[src/rtl/phy_link_ctrl_pkg.sv]
// Shared definitions for the phy link bring-up controller: state
// encodings, the default comma byte and the counter sizing helper.
package phy_link_ctrl_pkg;

    typedef enum logic [2:0] {
        ST_RST     = 3'd0,
        ST_TRAIN   = 3'd1,
        ST_ACTIVE  = 3'd2,
        ST_RETRAIN = 3'd3,
        ST_FAIL    = 3'd4
    } link_state_e;

    localparam logic [7:0] BC_BYTE_DEF = 8'hBC;

    // Width of a counter that must be able to hold the value v.
    function automatic int cnt_w(input int v);
        return $clog2(v) + 1;
    endfunction

endpackage

[src/rtl/phy_link_ctrl_if.sv]
// Lane-side view of the link controller: receiver status in, transmitter
// gating and link status out. The controller takes the slave side.
interface phy_link_ctrl_if;

    logic [7:0] rx_byte;
    logic       rx_byte_valid;
    logic       rx_err;
    logic       tx_pending;
    logic       retrain_req;

    logic       tx_send_bc;
    logic       tx_enable;
    logic       link_up;
    logic       link_fail;
    logic [2:0] state;
    logic [7:0] retrain_cnt;

    modport master (
        output rx_byte, rx_byte_valid, rx_err, tx_pending, retrain_req,
        input  tx_send_bc, tx_enable, link_up, link_fail, state, retrain_cnt
    );

    modport slave (
        input  rx_byte, rx_byte_valid, rx_err, tx_pending, retrain_req,
        output tx_send_bc, tx_enable, link_up, link_fail, state, retrain_cnt
    );

endinterface

[src/rtl/phy_link_ctrl_timer.sv]
// Loadable down-counter shared by the TRAIN timeout, RETRAIN hold and
// FAIL wait. done_o marks the edge on which the loaded interval ends.
module phy_link_ctrl_timer #(
    parameter int W = 8
) (
    input  logic         clk_4f,
    input  logic         reset,
    input  logic         load_i,
    input  logic [W-1:0] load_val_i,
    output logic         done_o
);

    logic [W-1:0] cnt_q;
    logic [W-1:0] cnt_d;

    // Reload takes priority; otherwise count down and park at zero.
    always_comb begin
        cnt_d = cnt_q;
        if (load_i) begin
            cnt_d = load_val_i;
        end else if (cnt_q != '0) begin
            cnt_d = cnt_q - W'(1);
        end
    end

    // Counter register, cleared asynchronously.
    always_ff @(posedge clk_4f or negedge reset) begin
        if (!reset) begin
            cnt_q <= '0;
        end else begin
            cnt_q <= cnt_d;
        end
    end

    // A load of N makes the N-th following edge the final one.
    assign done_o = (cnt_q <= W'(1));

endmodule

[src/rtl/phy_link_ctrl.sv]
// Link bring-up and supervision FSM in the clk_4f byte domain. Forces BC
// on the transmitter until the receiver sees a run of clean BC bytes,
// then opens the lane; retrains on persistent coding errors or request.
module phy_link_ctrl
    import phy_link_ctrl_pkg::*;
#(
    parameter logic [7:0] BC_BYTE    = BC_BYTE_DEF,
    parameter int         LOCK_CNT   = 4,
    parameter int         TIMEOUT    = 255,
    parameter int         ERR_MAX    = 4,
    parameter int         HOLD_CYC   = 8,
    parameter int         RETRY_WAIT = 64
) (
    input logic             clk_4f,
    input logic             reset,
    phy_link_ctrl_if.slave  link
);

    localparam int BC_W    = cnt_w(LOCK_CNT);
    localparam int ERR_W   = cnt_w(ERR_MAX);
    localparam int TMR_MAX = (TIMEOUT > RETRY_WAIT)
                           ? ((TIMEOUT > HOLD_CYC) ? TIMEOUT : HOLD_CYC)
                           : ((RETRY_WAIT > HOLD_CYC) ? RETRY_WAIT : HOLD_CYC);
    localparam int TMR_W   = cnt_w(TMR_MAX);

    localparam logic [BC_W-1:0]  LOCK_V = BC_W'(LOCK_CNT);
    localparam logic [ERR_W-1:0] ERR_V  = ERR_W'(ERR_MAX);

    link_state_e      state_q, state_d;
    logic [BC_W-1:0]  bc_cnt_q, bc_cnt_d;
    logic [ERR_W-1:0] err_cnt_q, err_cnt_d;
    logic [7:0]       retrain_cnt_q, retrain_cnt_d;
    logic             tx_send_bc_q, tx_send_bc_d;
    logic             tx_enable_q, tx_enable_d;
    logic             link_up_q, link_up_d;
    logic             link_fail_q, link_fail_d;

    logic             restart;
    logic             tmr_load;
    logic [TMR_W-1:0] tmr_val;
    logic             tmr_done;

    logic             good_bc;
    logic             err_byte;
    logic [BC_W-1:0]  bc_inc;
    logic [ERR_W-1:0] err_inc;

    assign good_bc  = link.rx_byte_valid && !link.rx_err && (link.rx_byte == BC_BYTE);
    assign err_byte = link.rx_byte_valid && link.rx_err;
    assign bc_inc   = bc_cnt_q + BC_W'(1);
    assign err_inc  = err_cnt_q + ERR_W'(1);

    phy_link_ctrl_timer #(
        .W (TMR_W)
    ) u_timer (
        .clk_4f     (clk_4f),
        .reset      (reset),
        .load_i     (tmr_load),
        .load_val_i (tmr_val),
        .done_o     (tmr_done)
    );

    // Next state, counters, timer reload and registered output values.
    always_comb begin
        state_d       = state_q;
        bc_cnt_d      = bc_cnt_q;
        err_cnt_d     = err_cnt_q;
        retrain_cnt_d = retrain_cnt_q;
        restart       = 1'b0;
        tmr_load      = 1'b0;
        tmr_val       = '0;
        tx_send_bc_d  = 1'b1;
        tx_enable_d   = 1'b0;
        link_up_d     = 1'b0;
        link_fail_d   = 1'b0;

        case (state_q)
            ST_RST: begin
                state_d = ST_TRAIN;
            end
            ST_TRAIN: begin
                if (good_bc) begin
                    bc_cnt_d = bc_inc;
                end else if (link.rx_byte_valid) begin
                    bc_cnt_d = '0;
                end
                // An explicit request outranks lock and timeout here.
                if (link.retrain_req) begin
                    restart = 1'b1;
                end else if (good_bc && (bc_inc == LOCK_V)) begin
                    state_d = ST_ACTIVE;
                end else if (tmr_done) begin
                    state_d = ST_FAIL;
                end
            end
            ST_ACTIVE: begin
                if (err_byte) begin
                    err_cnt_d = err_inc;
                end else if (link.rx_byte_valid) begin
                    err_cnt_d = '0;
                end
                if (link.retrain_req || (err_byte && (err_inc == ERR_V))) begin
                    state_d = ST_RETRAIN;
                end
            end
            ST_RETRAIN: begin
                if (tmr_done) begin
                    state_d = ST_TRAIN;
                end
            end
            ST_FAIL: begin
                if (link.retrain_req || tmr_done) begin
                    state_d = ST_TRAIN;
                end
            end
            default: begin
                state_d = ST_RST;
            end
        endcase

        // Every entry (including a TRAIN restart) starts from clean counters.
        if ((state_d != state_q) || restart) begin
            bc_cnt_d  = '0;
            err_cnt_d = '0;
            tmr_load  = 1'b1;
            case (state_d)
                ST_TRAIN:   tmr_val = TMR_W'(TIMEOUT);
                ST_RETRAIN: tmr_val = TMR_W'(HOLD_CYC);
                ST_FAIL:    tmr_val = TMR_W'(RETRY_WAIT);
                default:    tmr_val = '0;
            endcase
            if ((state_d == ST_RETRAIN) && (retrain_cnt_q != 8'hFF)) begin
                retrain_cnt_d = retrain_cnt_q + 8'd1;
            end
        end

        // Outputs follow the state being entered so they line up with it.
        case (state_d)
            ST_ACTIVE: begin
                tx_enable_d  = link.tx_pending;
                tx_send_bc_d = !link.tx_pending;
                link_up_d    = 1'b1;
            end
            ST_FAIL: begin
                link_fail_d  = 1'b1;
            end
            default: begin
            end
        endcase
    end

    // FSM state, counters and registered outputs; reset acts immediately.
    always_ff @(posedge clk_4f or negedge reset) begin
        if (!reset) begin
            state_q       <= ST_RST;
            bc_cnt_q      <= '0;
            err_cnt_q     <= '0;
            retrain_cnt_q <= '0;
            tx_send_bc_q  <= 1'b1;
            tx_enable_q   <= 1'b0;
            link_up_q     <= 1'b0;
            link_fail_q   <= 1'b0;
        end else begin
            state_q       <= state_d;
            bc_cnt_q      <= bc_cnt_d;
            err_cnt_q     <= err_cnt_d;
            retrain_cnt_q <= retrain_cnt_d;
            tx_send_bc_q  <= tx_send_bc_d;
            tx_enable_q   <= tx_enable_d;
            link_up_q     <= link_up_d;
            link_fail_q   <= link_fail_d;
        end
    end

    assign link.state       = state_q;
    assign link.tx_send_bc  = tx_send_bc_q;
    assign link.tx_enable   = tx_enable_q;
    assign link.link_up     = link_up_q;
    assign link.link_fail   = link_fail_q;
    assign link.retrain_cnt = retrain_cnt_q;

endmodule

[src/flat_wrapper.sv]
// flat-port wrapper written by rule: the top's interface ports become plain ports
module phy_link_ctrl_flat import phy_link_ctrl_pkg::*;
#(
    parameter logic [7:0] BC_BYTE    = BC_BYTE_DEF,
    parameter int         LOCK_CNT   = 4,
    parameter int         TIMEOUT    = 255,
    parameter int         ERR_MAX    = 4,
    parameter int         HOLD_CYC   = 8,
    parameter int         RETRY_WAIT = 64
)
  (clk_4f, reset, link_rx_byte, link_rx_byte_valid, link_rx_err, link_tx_pending, link_retrain_req, link_tx_send_bc, link_tx_enable, link_link_up, link_link_fail, link_state, link_retrain_cnt);
  phy_link_ctrl_if link_i ();
  input logic clk_4f;
  input logic reset;
  input wire logic [$bits(link_i.rx_byte)-1:0] link_rx_byte;
  input wire logic [$bits(link_i.rx_byte_valid)-1:0] link_rx_byte_valid;
  input wire logic [$bits(link_i.rx_err)-1:0] link_rx_err;
  input wire logic [$bits(link_i.tx_pending)-1:0] link_tx_pending;
  input wire logic [$bits(link_i.retrain_req)-1:0] link_retrain_req;
  output wire logic [$bits(link_i.tx_send_bc)-1:0] link_tx_send_bc;
  output wire logic [$bits(link_i.tx_enable)-1:0] link_tx_enable;
  output wire logic [$bits(link_i.link_up)-1:0] link_link_up;
  output wire logic [$bits(link_i.link_fail)-1:0] link_link_fail;
  output wire logic [$bits(link_i.state)-1:0] link_state;
  output wire logic [$bits(link_i.retrain_cnt)-1:0] link_retrain_cnt;
  assign link_i.rx_byte = link_rx_byte;
  assign link_i.rx_byte_valid = link_rx_byte_valid;
  assign link_i.rx_err = link_rx_err;
  assign link_i.tx_pending = link_tx_pending;
  assign link_i.retrain_req = link_retrain_req;
  assign link_tx_send_bc = link_i.tx_send_bc;
  assign link_tx_enable = link_i.tx_enable;
  assign link_link_up = link_i.link_up;
  assign link_link_fail = link_i.link_fail;
  assign link_state = link_i.state;
  assign link_retrain_cnt = link_i.retrain_cnt;
  phy_link_ctrl #(.BC_BYTE(BC_BYTE), .LOCK_CNT(LOCK_CNT), .TIMEOUT(TIMEOUT), .ERR_MAX(ERR_MAX), .HOLD_CYC(HOLD_CYC), .RETRY_WAIT(RETRY_WAIT)) u_core (.clk_4f(clk_4f), .reset(reset), .link(link_i));
endmodule
[config.mk]
export PLATFORM = sky130hd
export DESIGN_NAME = phy_link_ctrl_flat
export DESIGN_NICKNAME = d
export VERILOG_FILES = /design/src/rtl/phy_link_ctrl_pkg.sv /design/src/rtl/phy_link_ctrl_if.sv /design/src/rtl/phy_link_ctrl_timer.sv /design/src/rtl/phy_link_ctrl.sv /design/src/flat_wrapper.sv
export SDC_FILE = /design/constraint.sdc
export NUM_CORES = 1
export LEC_CHECK = 0
export CORE_UTILIZATION = 50
export DETAILED_ROUTE_END_ITERATION = 16
export PLACE_DENSITY_LB_ADDON = 0.15
export SYNTH_ARGS = -nofsm -noshare
export SYNTH_HDL_FRONTEND = slang
export SYNTH_SLANG_ARGS = --single-unit
[constraint.sdc]
create_clock -name clk_4f -period 3.48 [get_ports clk_4f]
set_input_delay 0.522 -clock clk_4f [delete_from_list [all_inputs] [get_ports clk_4f]]
set_output_delay 0.522 -clock clk_4f [all_outputs]
set_load 0.02 [all_outputs]
==> results of run 1 <==
==> where the power goes <==
part           total, mW  leakage [nW]  switching (mW)  internal, mW
clock              0.206        0.0326           0.106        0.0996
sequential         0.393         0.385          0.0271         0.365
combinational      0.110         0.440          0.0619        0.0483
==> worst max-delay path by stage <==
stage                     start                                endpoint  slack (ns)  cells past startpoint
detailed placement  link_rx_err     u_core.u_timer.cnt_q[4]$_DFFE_PN0P_        0.51                      8
floorplan           link_rx_err  u_core.link.retrain_cnt[1]$_DFFE_PN0P_        1.31                      6
CTS                 link_rx_err     u_core.u_timer.cnt_q[4]$_DFFE_PN0P_        0.85                      8
global route        link_rx_err     u_core.u_timer.cnt_q[7]$_DFFE_PN0P_        0.68                      8
finish              link_rx_err     u_core.u_timer.cnt_q[1]$_DFFE_PN0P_        0.80                      8
global placement    link_rx_err     u_core.u_timer.cnt_q[4]$_DFFE_PN0P_        0.59                      8
==> metrics by stage <==
stage	hold slack (ns)	setup WS, ns	cell area (µm²)	std cells	utilization
final	0.517	0.800	2090	251	0.662
after global routing	0.541	0.681	2090	251	0.662
after CTS	0.521	0.846	2090	251	0.662
after detailed placement	0.506	0.505	2030	243	0.644
after global placement	0.486	0.589	2030	243	0.644
after floorplan	0.226	1.31	1700	172	-
==> flip-flops by register name, indices dropped and copies added, names as in the netlist <==
register	count
u_core.u_timer.cnt_q	9
u_core.link.state	3
u_core.link.tx_send_bc	1
u_core.link.tx_enable	1
u_core.link.retrain_cnt	8
u_core.err_cnt_q	3
u_core.bc_cnt_q	3
u_core.link.link_up	1
u_core.link.link_fail	1
==> routing by layer <==
metal | part of all wire | routed length [µm]
met1 | 0.45 | 1670
met2 | 0.49 | 1800
met3 | 0.045 | 165
met4 | 0.012 | 46
met5 | 0 | 0
==> final cells by class <==
class                      instances  share of cell area
tap                               44              0.0264
timing repair buffer              30               0.141
clock buffer                       8              0.0282
multi-input combinational        129               0.426
sequential                        30               0.360
inverter                          10              0.0180
==> kinds of logic (layout without fill, tap and decap cells) <==
group	Yosys count	in the layout	synth area share
AO/OA/AOI/OAI	34	34	0.133
XOR/XNOR	13	13	0.0669
adder cells (fa/ha/maj)	8	8	0.0588
buffers and inverters	13	48	0.0360
flip-flops	30	30	0.442
multiplexers	1	1	0.00881
AND/OR/NAND/NOR	73	73	0.255
==> cells in the final DEF, fill, tap and decap left out, types with 4 or more instances in the layout <==
master	Yosys	routed
nand3_1	11	11
a21oi_1	10	10
clkbuf_4	0	5
dfrtp_1	29	29
nor2_1	20	20
nand4_1	7	7
xnor2_1	11	11
nand2b_1	4	4
clkdlybuf4s50_1	0	28
nand2_1	8	8
ha_1	8	8
o21ai_0	7	7
inv_1	10	10
nor3_1	5	5
==> reports/metrics.yaml, run 1 <==
outcome:
  status: "finished clean"
synthesis:
  synth.top_cell.area_share: 0.426
  ys.flop_type: "dfrtp_1"
  ys_async_sr_fraction: 1.00
  ys_types: 46
  ys_top_cells_by_count: "dfrtp_1, nor2_1, nand3_1, xnor2_1"
  synth_area_leaders: "dfrtp_1, ha_1, xnor2_1"
  synth.most_common_cell: "dfrtp_1"
  syn-cell-area_um2: 1700
  synth.avg_cell_area_um2: 9.90
  synth_nets: 194
  synth_cells: 172
  yosysSeqAreaShare: 0.442
  yosysWarnings: 0
  ys_seq_elements: 30
  synth_top_cell_by_area: "dfrtp_1"
  synth_edf_count: 0
clocking:
  cts-hold-fix-buffers: 0
  clk_pin_slew_ns: 0.08
  cts_tree: "done"
  cts_buffer_depth: 2
  cts_max_level: 2
  clkLatencyLatePin_ns: 0.32
  numCtsBuffers: 5
  clockRootBuffer: "clkbuf_4"
  cts_setup_buffers: 0
  cts_num_sinks: 30
  ctsResizeCount: 0
worst_setup_path:
  r2r_cells: 6
  slowest_delay_ns: 0.59
  critPathTopFamily: "simple AND/OR/NAND/NOR gates"
  arrival_ns: 2.91
  critPathMaxFanout: 14
  cp_data_required_time_ns: 3.71
  worstSetupPathType: "in -> reg"
  critPathBufInv: 2
  startpoint_type: "primary input"
  slowest_stage: "or4b_4"
  r2r_setup_slack_ns: 1.00
  rr_startpoint: "u_core.u_timer.cnt_q[7]$_DFFE_PN0P_"
  crit_path_cell_trace: "clkdlybuf4s50_1 > or4b_4 > nor4_4 > a21o_1 > a22o_2 > buf_4 > nand3_1 > o21ai_0"
  reg2reg_to: "u_core.link.retrain_cnt[1]$_DFFE_PN0P_"
  end_kind: "register"
finish:
  regArea_um2: 752
  insertedDiodeCount: 0
  multi_input_area_um2: 890
  fill_cells: 275
  nets: 228
  area_delta_synth_final_pct: 22.6
  final_layout_size_suffix_gt1_frac: 0.111
timing:
  clock_skew_ns: 0.00416
  setup-violations-final: 0
  rsz0062_at_grt: "false"
  period_needed_ns: 2.68
  clock.fmax_mhz: 373
  period_share: 0.770
  max_slew_margin: 0.690
  tightest_slew_ns: 0.462
  hold_viol_final: 0
  tns_ns: 0
  drv_slew: 0
floorplanning:
  num_rows: 20
  initial_core_util: 0.540
  dieArea_um2: 3640
  core_area_um2: 3150
  die_x_um: 60.4
  die_h_um: 60.4
  io_pins: 29
min_path:
  hold_path_class: "reg -> reg"
  min_to: "u_core.link.retrain_cnt[6]$_DFFE_PN0P_"
  min_path_cells: 1
  hold_start: "u_core.link.retrain_cnt[6]$_DFFE_PN0P_"
placed_design:
  io_buffers: 28
  gp_congestion: 0.851
  hpwl_um: 2770
pwr:
  p_total_mw: 0.709
  power_density_nw_per_um2: 339
  power.leakage_nw: 0.857
  ir_drop_v: 0.000232
route:
  drt-initial-drc-count: 101
  first_pass_iters: 4
  via_per_inst: 5.76
  ant_nets: 0
  wl_per_cell_um: 14.7
  vias: 1446
  drc_errors: 0
  wl_um: 3680
global_route:
  grt_pass1_wl_um: 6080
  overflow: 0
  grtUsageMet1: 0.295
  grt_busiest_layer: "met2"
  grt_start_max_net_pins: 31
  grt_use_met2: 0.378
  grt.total_usage: 0.231
  met3_usage: 0.0682
  antenna_found_initial: 0
  grt_pass1_vias: 1330
flow_run:
  cap_violations: 0
(Power assumes the default switching activity.)
==> run 2, diff against run 1 <==
==> constraint.sdc (replaced) <==
create_clock -name clk_4f -period 2.5 [get_ports clk_4f]
set_input_delay 0.375 -clock clk_4f [delete_from_list [all_inputs] [get_ports clk_4f]]
set_output_delay 0.375 -clock clk_4f [all_outputs]
set_load 0.02 [all_outputs]
==> run 2 against run 1 <==
Effect of this change: combinational power rose by 55%; flip-flop and latch count did not move; clock skew rose by 0.011 ns; worst hold slack got worse by 0.10 ns; sequential share of layout area fell by 2.6 points; core utilization rose by 5.2 points; via count rose by 2.1%; largest power group unchanged; largest cell class unchanged.
==> reports/metrics.yaml, run 2 (synthesis gave the netlist of run 1 again) <==
outcome:
  status: "finished clean"
route:
  first_pass_iters: 4
  wl_um: 3660
  via_per_inst: 5.55
  wl_per_cell_um: 13.8
  ant_nets: 0
  drc_errors: 0
  drt-initial-drc-count: 63
  vias: 1477
timing:
  layout_setup_ws_ns: 0.216
  hold_viol_final: 0
  tightest_slew_ns: 0.380
  rsz0062_at_grt: "false"
  period_needed_ns: 2.28
  drv_slew: 0
  clock_skew_ns: 0.0156
  period_share: 0.914
  setup-violations-final: 0
  max_slew_margin: 0.747
  clock.fmax_mhz: 438
  tns_ns: 0
finish:
  fin_cells: 266
  final_cell_mix: "dfrtp_1, clkdlybuf4s50_1, nor2_1, buf_4"
  nets: 243
  insertedDiodeCount: 0
  final_layout_size_suffix_gt1_frac: 0.180
  area_delta_synth_final_pct: 32.3
  final_common_cell: "dfrtp_1"
  top_register: "u_core.u_timer.cnt_q"
  largest_reg_flops: 9
  post-route-cell-area_um2: 2250
clocking:
  cts_buffer_depth: 2
  cts_num_sinks: 30
  clk_pin_slew_ns: 0.11
  cts_max_level: 2
  numCtsBuffers: 5
  clockRootBuffer: "clkbuf_4"
  cts_tree: "done"
  ctsResizeCount: 0
  cts-hold-fix-buffers: 0
  clkLatencyLatePin_ns: 0.34
  cts_setup_buffers: 0
floorplanning:
  die_x_um: 60.4
  initial_core_util: 0.540
  die_h_um: 60.4
  dieArea_um2: 3640
  io_pins: 29
  core_area_um2: 3150
  num_rows: 20
worst_setup_path:
  worstSetupPathType: "reg -> reg"
  critPathMaxFanout: 6
  end_kind: "register"
  slowest_stage: "or4_4"
  slowest_delay_ns: 0.54
  arrival_ns: 2.50
  crit_path_cell_trace: "inv_1 > ha_1 > o21bai_1 > a311oi_1 > or4_4 > nand2_2 > buf_4 > nand4_1 > xnor2_1"
  cp_data_required_time_ns: 2.72
  startpoint_type: "register"
global_route:
  grt.total_usage: 0.238
  antenna_found_initial: 0
  grt_pass1_vias: 1436
  grt_pass1_wl_um: 6370
  overflow: 0
  grt_start_max_net_pins: 31
placed_design:
  postPlaceCellArea_um2: 2140
  hpwl_um: 2810
  dp_cells: 258
  place_ws_ns: -0.0539
  gp_congestion: 0.916
  io_buffers: 28
min_path:
  hold_path_class: "in -> async"
pwr:
  p_total_mw: 1.23
  power.leakage_nw: 0.956
  ir_drop_v: 0.000401
  power_density_nw_per_um2: 545
flow_run:
  cap_violations: 0
==> run 2: power breakdown <==
part,leakage [nW],internal [mW],switching [mW]
Combinational,0.513,0.0823,0.0888
Clock,0.0585,0.339,0.174
Sequential,0.385,0.509,0.0349
==> run 2: cell type report <==
class | instances | area, µm²
Clock buffer | 6 | 51.3
Clock inverter | 2 | 60.1
Fill cell | 254 | 900
Inverter | 10 | 37.5
Multi-Input combinational cell | 129 | 890
Sequential cell | 30 | 752
Tap cell | 44 | 55.1
Timing Repair Buffer | 45 | 408
==> run 2: worst max-delay path, delay by kind of cell (launching register included) <==
family | cells | cell delay, ns
compound gates | 2 | 0.34
xor+xnor | 1 | 0.15
fa+ha+maj | 1 | 0.16
buf+inv | 2 | 0.29
flops | 1 | 0.43
simple gates | 3 | 0.80
==> run 2: path summary, 6_finish.rpt <==
| check | start | end | slack (ns) | cells past startpoint |
|---|---|---|---|---|
| max in group asynchronous | reset | u_core.link.tx_send_bc$_DFF_PN1_ | 1.77 | 2 |
| min reg2reg | u_core.link.retrain_cnt[6]$_DFFE_PN0P_ | u_core.link.retrain_cnt[6]$_DFFE_PN0P_ | 0.50 | 1 |
| max reg2reg | u_core.u_timer.cnt_q[1]$_DFFE_PN0P_ | u_core.link.retrain_cnt[7]$_DFFE_PN0P_ | 0.22 | 9 |
| min in group clk_4f | u_core.link.retrain_cnt[6]$_DFFE_PN0P_ | u_core.link.retrain_cnt[6]$_DFFE_PN0P_ | 0.50 | 1 |
| min | reset | u_core.link.retrain_cnt[3]$_DFFE_PN0P_ | 0.41 | 2 |
| max | u_core.u_timer.cnt_q[1]$_DFFE_PN0P_ | u_core.link.retrain_cnt[7]$_DFFE_PN0P_ | 0.22 | 9 |
==> run 2: routing by layer <==
metal  global-route usage  share of wire  routed length (µm)
met1                0.303           0.45                1640
met2                0.389           0.49                1810
met3               0.0597          0.042                 153
met4               0.0897          0.016                  58
met5                    0              0                   0
==> run 2: metrics by stage <==
step	util	hold WS [ns]
5_1_grt	0.715	0.446
4_1_cts	0.715	0.413
6_report	0.715	0.413
2_1_floorplan	-	0.0794
3_5_place_dp	0.679	0.487
3_3_place_gp	0.679	0.485
==> run 3, diff against run 2 <==
--- a/config.mk
+++ b/config.mk
@@ -5,7 +5,9 @@
 export SDC_FILE = /design/constraint.sdc
 export NUM_CORES = 1
 export LEC_CHECK = 0
-export CORE_UTILIZATION = 50
+export CORE_UTILIZATION = 55
+export CTS_BUF_LIST = sky130_fd_sc_hd__clkbuf_4
+export CTS_CLUSTER_DIAMETER = 60
 export DETAILED_ROUTE_END_ITERATION = 16
 export PLACE_DENSITY_LB_ADDON = 0.15
 export SYNTH_ARGS = -nofsm -noshare
==> run 3 against run 2 <==
Effect of this change: the flow now finishes with violations (DRC); clock skew fell by 0.0077 ns; critical path type unchanged; largest power group unchanged; wire length up 2.8%; cell count decreased by 5.6%.
==> reports/metrics.yaml, run 3 (synthesis gave the netlist of run 1 again) <==
route:
  wl_per_cell_um: 15.0
  drt-initial-drc-count: 80
  wl_um: 3770
  via_per_inst: 5.84
  first_pass_iters: 10
  ant_nets: 0
  drc_errors: 1
  vias: 1465
pwr:
  ir_drop_v: 0.000367
  power_density_nw_per_um2: 459
  p_int_mw: 0.693
  p_clk_frac: 0.280
  combPwrFrac: 0.175
  seq_power_share: 0.544
  p_total_mw: 0.994
  power_switching_share: 0.303
  switchingPower_mw: 0.301
  power.leakage_nw: 0.914
finish:
  final_common_cell: "dfrtp_1"
  final_layout_size_suffix_gt1_frac: 0.168
  top_register: "u_core.u_timer.cnt_q"
  area_delta_synth_final_pct: 27.1
  largest_reg_flops: 9
  insertedDiodeCount: 0
  fin_cells: 251
  utilization: 0.759
  final_cell_mix: "dfrtp_1, clkdlybuf4s50_1, nor2_1, buf_4"
  nets: 241
clocking:
  clockRootBuffer: "clkbuf_4"
  numCtsBuffers: 5
  cts_max_level: 2
  clkLatencyLatePin_ns: 0.34
  cts_setup_buffers: 0
  clk_pin_slew_ns: 0.10
  cts-hold-fix-buffers: 0
  ctsResizeCount: 0
  cts_num_sinks: 30
  cts_tree: "done"
  cts_buffer_depth: 2
worst_setup_path:
  end_kind: "register"
  startpoint_type: "register"
  slowest_delay_ns: 0.56
  crit_path_cell_trace: "nor4_4 > a311oi_1 > or4_4 > nand2_2 > buf_4 > nand4b_1 > xnor2_1"
  worstSetupPathType: "reg -> reg"
  arrival_ns: 2.55
  critPathTopFamily: "simple AND/OR/NAND/NOR gates"
  critPathBufInv: 1
  slowest_stage: "or4_4"
  cp_data_required_time_ns: 2.73
  critPathMaxFanout: 6
floorplanning:
  die_x_um: 57.6
  core_area_um2: 2850
  num_rows: 19
  io_pins: 29
  initial_core_util: 0.597
  die_h_um: 57.6
  dieArea_um2: 3320
placed_design:
  gp_congestion: 0.895
  io_buffers: 28
  hpwl_um: 2820
  dp_cells: 243
outcome:
  status: "finished with violations"
  violations: "DRC"
timing:
  clock_skew_ns: 0.00792
  rsz0062_at_grt: "false"
  max_slew_margin: 0.720
  clock.fmax_mhz: 432
  hold_viol_final: 0
  tns_ns: 0
  tightest_slew_ns: 0.417
  period_share: 0.925
  period_needed_ns: 2.31
  setup-violations-final: 0
  drv_slew: 0
global_route:
  grt.total_usage: 0.263
  grt_start_max_net_pins: 31
  antenna_found_initial: 0
  grt_pass1_wl_um: 6480
  overflow: 0
  grt_pass1_vias: 1437
min_path:
  hold_path_class: "in -> async"
flow_run:
  cap_violations: 0
==> run 3: cell count changes in the layout (fill, tap and decap cells not counted), sizes merged <==
cell,delta
buf,-2
bufinv,-2
clkbuf,-1
clkinv,+2
clkinvlp,+1
==> run 3: path summary, 6_finish.rpt <==
kind                                                             start                                      to  slack (ns)  depth (start not counted)
worst max-delay path               u_core.u_timer.cnt_q[7]$_DFFE_PN0P_  u_core.link.retrain_cnt[3]$_DFFE_PN0P_        0.19                          7
min in group clk_4f             u_core.link.retrain_cnt[6]$_DFFE_PN0P_  u_core.link.retrain_cnt[6]$_DFFE_PN0P_        0.50                          1
worst min register to register  u_core.link.retrain_cnt[6]$_DFFE_PN0P_  u_core.link.retrain_cnt[6]$_DFFE_PN0P_        0.50                          1
max in group asynchronous                                        reset        u_core.link.tx_send_bc$_DFF_PN1_        1.76                          2
worst min-delay path                                             reset     u_core.u_timer.cnt_q[5]$_DFFE_PN0P_        0.42                          2
worst max register to register     u_core.u_timer.cnt_q[7]$_DFFE_PN0P_  u_core.link.retrain_cnt[3]$_DFFE_PN0P_        0.19                          7
==> run 3: metal layers <==
layer	track usage	up-vias	routed length, µm
met4	0.108	0	85
li1	-	711	-
met3	0.0603	12	208
met5	0	-	0
met2	0.437	53	1770
met1	0.334	689	1700
==> run 3: power by group through the flow <==
stage	Clock, mW	Sequential (mW)	Combinational [mW]
after floorplan	0	0.548	0.0975
after global placement	0	0.548	0.165
after detailed placement	0	0.551	0.172
after CTS	0.290	0.541	0.173
after global routing	0.313	0.545	0.192
final	0.279	0.541	0.174
==> run 3: cell type report <==
class / instances / area (µm²)
Tap cell: 31 / 38.8
Multi-Input combinational cell: 129 / 890
Sequential cell: 30 / 752
Timing Repair Buffer: 43 / 393
Fill cell: 202 / 688
Clock inverter: 3 / 16.3
Inverter: 10 / 37.5
Clock buffer: 5 / 37.5
==> run 3: through the flow <==
stage	setup WS [ns]	instance area (µm²)	hold WS, ns
floorplan	0.444	1700	0.0794
global placement	-0.0130	2110	0.488
detailed placement	-0.0715	2110	0.492
CTS	0.201	2160	0.422
global route	0.0177	2160	0.453
finish	0.186	2160	0.418
